<file path="config.mk">
export PLATFORM = sky130hd
export DESIGN_NAME = alu_seq_exec
export DESIGN_NICKNAME = d
export VERILOG_FILES = /design/src/rtl/alu_pkg.sv /design/src/rtl/alu_comb_core.sv /design/src/rtl/alu_seq_exec.sv
export SDC_FILE = /design/constraint.sdc
export NUM_CORES = 1
export LEC_CHECK = 0
export ABC_CLOCK_PERIOD_IN_PS = 3200
export CELL_PAD_IN_SITES_DETAIL_PLACEMENT = 1
export CELL_PAD_IN_SITES_GLOBAL_PLACEMENT = 1
export CORE_MARGIN = 2
export CORE_UTILIZATION = 33
export DETAILED_ROUTE_END_ITERATION = 16
export PLACE_DENSITY = 0.71
export SLEW_MARGIN = 20
export SYNTH_ARGS = -nofsm -noshare
export SYNTH_HDL_FRONTEND = slang
export SYNTH_SLANG_ARGS = --single-unit
export TNS_END_PERCENT = 20
</file>
<file path="constraint.sdc">
create_clock -name clk -period 3.2 [get_ports clk]
set_input_delay 0.48 -clock clk [delete_from_list [all_inputs] [get_ports clk]]
set_output_delay 0.48 -clock clk [all_outputs]
set_load 0.02 [all_outputs]
</file>
<file path="src/rtl/alu_pkg.sv">
// Shared ALU op encoding, FSM state encoding and helpers for the decode and execute stages.
package alu_pkg;

   localparam int unsigned DEF_XLEN    = 32;
   localparam int unsigned DEF_SHAMT_W = 5;
   localparam int unsigned OP_W        = 4;

   localparam logic [OP_W-1:0] ALU_ADD  = 4'b0000;
   localparam logic [OP_W-1:0] ALU_SLL  = 4'b0001;
   localparam logic [OP_W-1:0] ALU_SLT  = 4'b0010;
   localparam logic [OP_W-1:0] ALU_SLTU = 4'b0011;
   localparam logic [OP_W-1:0] ALU_XOR  = 4'b0100;
   localparam logic [OP_W-1:0] ALU_SRL  = 4'b0101;
   localparam logic [OP_W-1:0] ALU_OR   = 4'b0110;
   localparam logic [OP_W-1:0] ALU_AND  = 4'b0111;
   localparam logic [OP_W-1:0] ALU_SUB  = 4'b1000;
   localparam logic [OP_W-1:0] ALU_SRA  = 4'b1101;

   localparam logic [1:0] ST_IDLE_ENC  = 2'd0;
   localparam logic [1:0] ST_SHIFT_ENC = 2'd1;
   localparam logic [1:0] ST_DONE_ENC  = 2'd2;

   typedef enum logic [1:0] {
      ST_IDLE  = ST_IDLE_ENC,
      ST_SHIFT = ST_SHIFT_ENC,
      ST_DONE  = ST_DONE_ENC
   } alu_state_e;

   function automatic logic is_shift(input logic [OP_W-1:0] op);
      return (op == ALU_SLL) || (op == ALU_SRL) || (op == ALU_SRA);
   endfunction

endpackage

</file>
<file path="src/rtl/alu_comb_core.sv">
// Single-cycle ALU datapath with illegal-opcode detection.
module alu_comb_core
   import alu_pkg::*;
#(
   parameter int unsigned XLEN = DEF_XLEN
) (
   input  logic [OP_W-1:0] op,
   input  logic [XLEN-1:0] a,
   input  logic [XLEN-1:0] b,
   output logic [XLEN-1:0] res_c,
   output logic            illegal_c
);

   always_comb begin
      res_c     = '0;
      illegal_c = 1'b0;
      case (op)
         ALU_ADD:  res_c = a + b;
         ALU_SUB:  res_c = a - b;
         ALU_SLT:  res_c = XLEN'($signed(a) < $signed(b));
         ALU_SLTU: res_c = XLEN'(a < b);
         ALU_XOR:  res_c = a ^ b;
         ALU_OR:   res_c = a | b;
         ALU_AND:  res_c = a & b;
         // only reached for a zero shift amount; nonzero shifts iterate in the top
         ALU_SLL, ALU_SRL, ALU_SRA: res_c = a;
         default:  illegal_c = 1'b1;
      endcase
   end

endmodule

</file>
<file path="src/rtl/alu_seq_exec.sv">
// Multi-cycle ALU execute unit: single-cycle logic/arith, bit-serial shifts, valid/ready on both sides.
module alu_seq_exec
   import alu_pkg::*;
#(
   parameter int unsigned XLEN    = DEF_XLEN,
   parameter int unsigned SHAMT_W = DEF_SHAMT_W
) (
   input  logic              clk,
   input  logic              rst_n,
   input  logic              flush,
   input  logic              in_valid,
   output logic              in_ready,
   input  logic [OP_W-1:0]   alu_op,
   input  logic [XLEN-1:0]   op_a,
   input  logic [XLEN-1:0]   op_b,
   output logic              out_valid,
   input  logic              out_ready,
   output logic [XLEN-1:0]   result,
   output logic              zero,
   output logic              illegal
);

   alu_state_e           state_q, state_d;
   logic [XLEN-1:0]      acc_q, acc_d;
   logic [SHAMT_W-1:0]   cnt_q, cnt_d;
   logic [OP_W-1:0]      sop_q, sop_d;
   logic [XLEN-1:0]      result_q, result_d;
   logic                 zero_q, zero_d;
   logic                 illegal_q, illegal_d;
   logic                 out_valid_q;
   logic                 in_ready_q;

   logic [XLEN-1:0]      core_res_c;
   logic                 core_illegal_c;
   logic [XLEN-1:0]      acc_next_c;
   logic [SHAMT_W-1:0]   shamt_c;

   assign shamt_c = op_b[SHAMT_W-1:0];

   alu_comb_core #(
      .XLEN (XLEN)
   ) u_core (
      .op        (alu_op),
      .a         (op_a),
      .b         (op_b),
      .res_c     (core_res_c),
      .illegal_c (core_illegal_c)
   );

   // One-bit step of the shift accumulator for the latched shift kind
   always_comb begin
      acc_next_c = {acc_q[XLEN-2:0], 1'b0};
      if (sop_q == ALU_SRL) begin
         acc_next_c = {1'b0, acc_q[XLEN-1:1]};
      end else if (sop_q == ALU_SRA) begin
         acc_next_c = {acc_q[XLEN-1], acc_q[XLEN-1:1]};
      end
   end

   always_comb begin
      state_d   = state_q;
      acc_d     = acc_q;
      cnt_d     = cnt_q;
      sop_d     = sop_q;
      result_d  = result_q;
      zero_d    = zero_q;
      illegal_d = illegal_q;
      case (state_q)
         ST_IDLE: begin
            if (in_valid) begin
               if (is_shift(alu_op) && (shamt_c != '0)) begin
                  acc_d   = op_a;
                  cnt_d   = shamt_c;
                  sop_d   = alu_op;
                  state_d = ST_SHIFT;
               end else begin
                  result_d  = core_res_c;
                  zero_d    = (core_res_c == '0);
                  illegal_d = core_illegal_c;
                  state_d   = ST_DONE;
               end
            end
         end
         ST_SHIFT: begin
            acc_d = acc_next_c;
            cnt_d = cnt_q - SHAMT_W'(1);
            if (cnt_q == SHAMT_W'(1)) begin
               result_d  = acc_next_c;
               zero_d    = (acc_next_c == '0);
               illegal_d = 1'b0;
               state_d   = ST_DONE;
            end
         end
         ST_DONE: begin
            if (out_ready) begin
               state_d = ST_IDLE;
            end
         end
         default: state_d = ST_IDLE;
      endcase
      // flush wins over accept and pop; the last presented result stays visible
      if (flush) begin
         state_d   = ST_IDLE;
         cnt_d     = '0;
         acc_d     = acc_q;
         sop_d     = sop_q;
         result_d  = result_q;
         zero_d    = zero_q;
         illegal_d = illegal_q;
      end
   end

   always_ff @(posedge clk or negedge rst_n) begin
      if (!rst_n) begin
         state_q     <= ST_IDLE;
         acc_q       <= '0;
         cnt_q       <= '0;
         sop_q       <= ALU_SLL;
         result_q    <= '0;
         zero_q      <= 1'b0;
         illegal_q   <= 1'b0;
         out_valid_q <= 1'b0;
         in_ready_q  <= 1'b1;
      end else begin
         state_q     <= state_d;
         acc_q       <= acc_d;
         cnt_q       <= cnt_d;
         sop_q       <= sop_d;
         result_q    <= result_d;
         zero_q      <= zero_d;
         illegal_q   <= illegal_d;
         out_valid_q <= (state_d == ST_DONE);
         in_ready_q  <= (state_d == ST_IDLE);
      end
   end

   assign in_ready  = in_ready_q;
   assign out_valid = out_valid_q;
   assign result    = result_q;
   assign zero      = zero_q;
   assign illegal   = illegal_q;

endmodule

</file>
==> out/metrics.yaml <==
outcome: "finished, violations left"
violations: "negative setup slack"
start_kind: "primary input"
antenna_found_initial: 3
required_ps: 3480
async_reset_ff_share_pct: 100
wl_per_cell_um: 22.9
portBuffers: 108
first_global_vias: 13600
drt_wl_total_um: 51700
seq_area_frac_synth_pct: 19.9
clk_pin_slew_ps: 60
yosysWarnings: 0
nNetsFinal: 2047
powerDensity_nw_per_um2: 365
path_delay_family: "compound AO/OA/AOI/OAI gates"
pre_cts_slack_ps: -1340
initial_core_util_pct: 33.5
synth_ff_type: "dfrtp_1"
grt_pass1_wl_um: 78300
syn_nets: 1562
clock_latency_ps: 360
maxCapViolations: 0
synth-seq-cells: 79
globalRoute.totalOverflow: 0
drt_iter0_drc: 1023
crit_top_cell: "buf_6"
hp-class: "in -> async"
critPathBufInv: 4
setup_viol: 12
fin_crit_ps: 3470
yosysUniqueCellTypes: 82
vias_per_cell: 5.84
cts_tree: "yes"
num_rows: 63
finalCritPeriodShare_pct: 108
fp.dieW_um: 177
setup_tns_ps: -1330
relSlewSlack_pct: 35.7
grt_util_all_layers_pct: 32.4
finalMaxSlewViolations: 0
slowest_stage: "a211o_4"
cts_buffers: 9
core_um2: 29600
die_area_um2: 31500
synth-edff-count: 0
ir_drop_mv: 0.256
ioPinCount: 109
crit_arrival_ps: 3750
synth_commonest_cells: "nand2_1 (168), o21ai_0 (118), a21oi_1 (111), ha_1 (105), nor2_1 (103)"
synth_top_area_share_pct: 19.4
cts_max_level: 3
grt_start_max_net_pins: 86
drt_first_pass_iters: 5
antenna_left: 0
crit_path_cell_trace: "buf_6, buf_6, buf_6, ha_4, nor2_4, a211oi_4, o31a_1, buf_4, a211o_4, a2111oi_4, o31ai_4, a211o_1, o32a_1, a2111oi_4, nand4_1, o21ai_1"
clockBufferDepth: 2
critPathMaxStageDelay_ps: 380
fin_worst_skew_ps: 8.21
synth_area_leaders: "dfrtp_1 (19%), ha_1 (13%), nand2_1 (6.4%), o21ai_0 (6.0%), a21oi_1 (5.6%)"
place_congestion: 0.964
path_max_fanout: 7
yosys.area.top_type: "dfrtp_1"
synth_area_um2: 9920
postSynthAreaPerCell_um2: 7.18
n_antenna_cell: 0
synth.most_common_cell: "nand2_1"
hold_viol: 0
crit_path_end_kind: "register"
drive_gt1_share_pct: 36.9
cts_hold_buf: 0
area_delta_synth_final_pct: 61.4
vias: 13200
fmax_ghz: 0.288
dpl.hpwl_um: 39100
cts_sinks: 79
rsz0062_at_grt: "true"
root_buffer: "clkbuf_16"
path_class: "in -> reg"
setup_ws_ps: -270
syn-instance-count: 1382
cellLeakagePower_nw: 7.53
die_height_um: 177
worst_pin_slew_ps: 965
drc: 0
==> metrics by stage <==
step / utilization (%) / power (W) / area, um^2 / cells / hold slack [ps]
after CTS: 52.7 / 0.00565 / 15600 / 2252 / 259
after floorplan: - / 0.00288 / 10000 / 1382 / 184
final: 54.0 / 0.00585 / 16000 / 2262 / 216
after global placement: 48.3 / 0.00436 / 14300 / 2195 / 462
after detailed placement: 48.3 / 0.00445 / 14300 / 2195 / 471
after global routing: 54.0 / 0.00616 / 16000 / 2262 / 293
==> state kept, by name, summed over array words and instances, names as in the netlist <==
name and cells:
zero 1, cnt_q 5, acc_q 32, out_valid 1, state_q 2, illegal 1
in_ready 1, result 32, sop_q 4
==> worst register-to-register path, delay by kind of cell (launching register included) <==
| family | cells | cell delay (ps) |
|---|---|---|
| buffers and inverters | 2 | 230 |
| AOI/OAI and AO/OA | 2 | 490 |
| and+or+nand+nor | 8 | 2050 |
| adders and majority gates | 1 | 140 |
| DFF | 1 | 380 |
==> kinds of logic after synthesis <==
family,synth area share [%]
compound gates,32.7
xor+xnor,0.441
fa+ha+maj,13.6
buf+inv,7.50
flops,19.9
mux,2.07
simple gates,23.7
==> what timing repair did <==
action,4_1_cts,5_1_grt
pin swaps,68,47
setup buffers,42,10
endpoints found under the setup margin,26,24
resized for setup,258,78
==> worst paths after layout <==
check	from	endpoint	slack [ps]	cells past startpoint
worst max-delay path	op_a[1]	zero	-270	16
worst min-delay path	rst_n	cnt_q[1]	220	1
worst max register to register	cnt_q[1]	zero	-160	13
worst min register to register	result[25]	result[25]	470	2
max in group asynchronous	rst_n	acc_q[31]	2300	2
min in group clk	result[25]	result[25]	470	2
==> metal layers <==
layer | global-route usage [%] | share of wire (%) | up-vias
li1 | - | - | 5981
met1 | 42.2 | 42 | 6526
met2 | 52.3 | 46 | 547
met3 | 5.12 | 7.8 | 144
met4 | 15.0 | 4.4 | 2
met5 | 0 | 0.037 | -
==> final cells by class <==
type | instances | area [um^2]
inverters | 102 | 393
fillers | 3618 | 13600
well taps | 390 | 488
clock inverters | 5 | 31.3
multi-input cells | 1110 | 8280
clock buffers | 11 | 243
repair buffers | 565 | 4600
flip-flops and latches | 79 | 1980
==> cell usage in the layout, fill, tap and decap left out, drive strengths merged, types with 7 or more instances in the layout <==
master	n
o21ai	122
dfrtp	77
o211ai	11
a211oi	16
nor2b	9
a22oi	9
nand2b	14
or3	13
inv	103
a22o	11
a31o	7
and3	25
ha	105
a31oi	13
a21oi	111
nand4	8
o31ai	33
a211o	13
nor3	46
a2111oi	7
nand3	45
dlygate4sd2	14
o22ai	10
mux2i	16
and2	11
nand2	168
o21a	8
clkdlybuf4s50	70
a221o	8
a32o	8
nor4	12
clkbuf	12
nor2	103
a21o	22
buf	472
o21bai	16
==> power by group <==
part	total (W)	leakage (nW)	switching (W)	internal, W
combinational	0.00336	6.39	0.00180	0.00156
sequential	0.00151	1.01	0.000249	0.00126
clock	0.000976	0.136	0.000431	0.000545
Power figures use the tool's default switching activity.
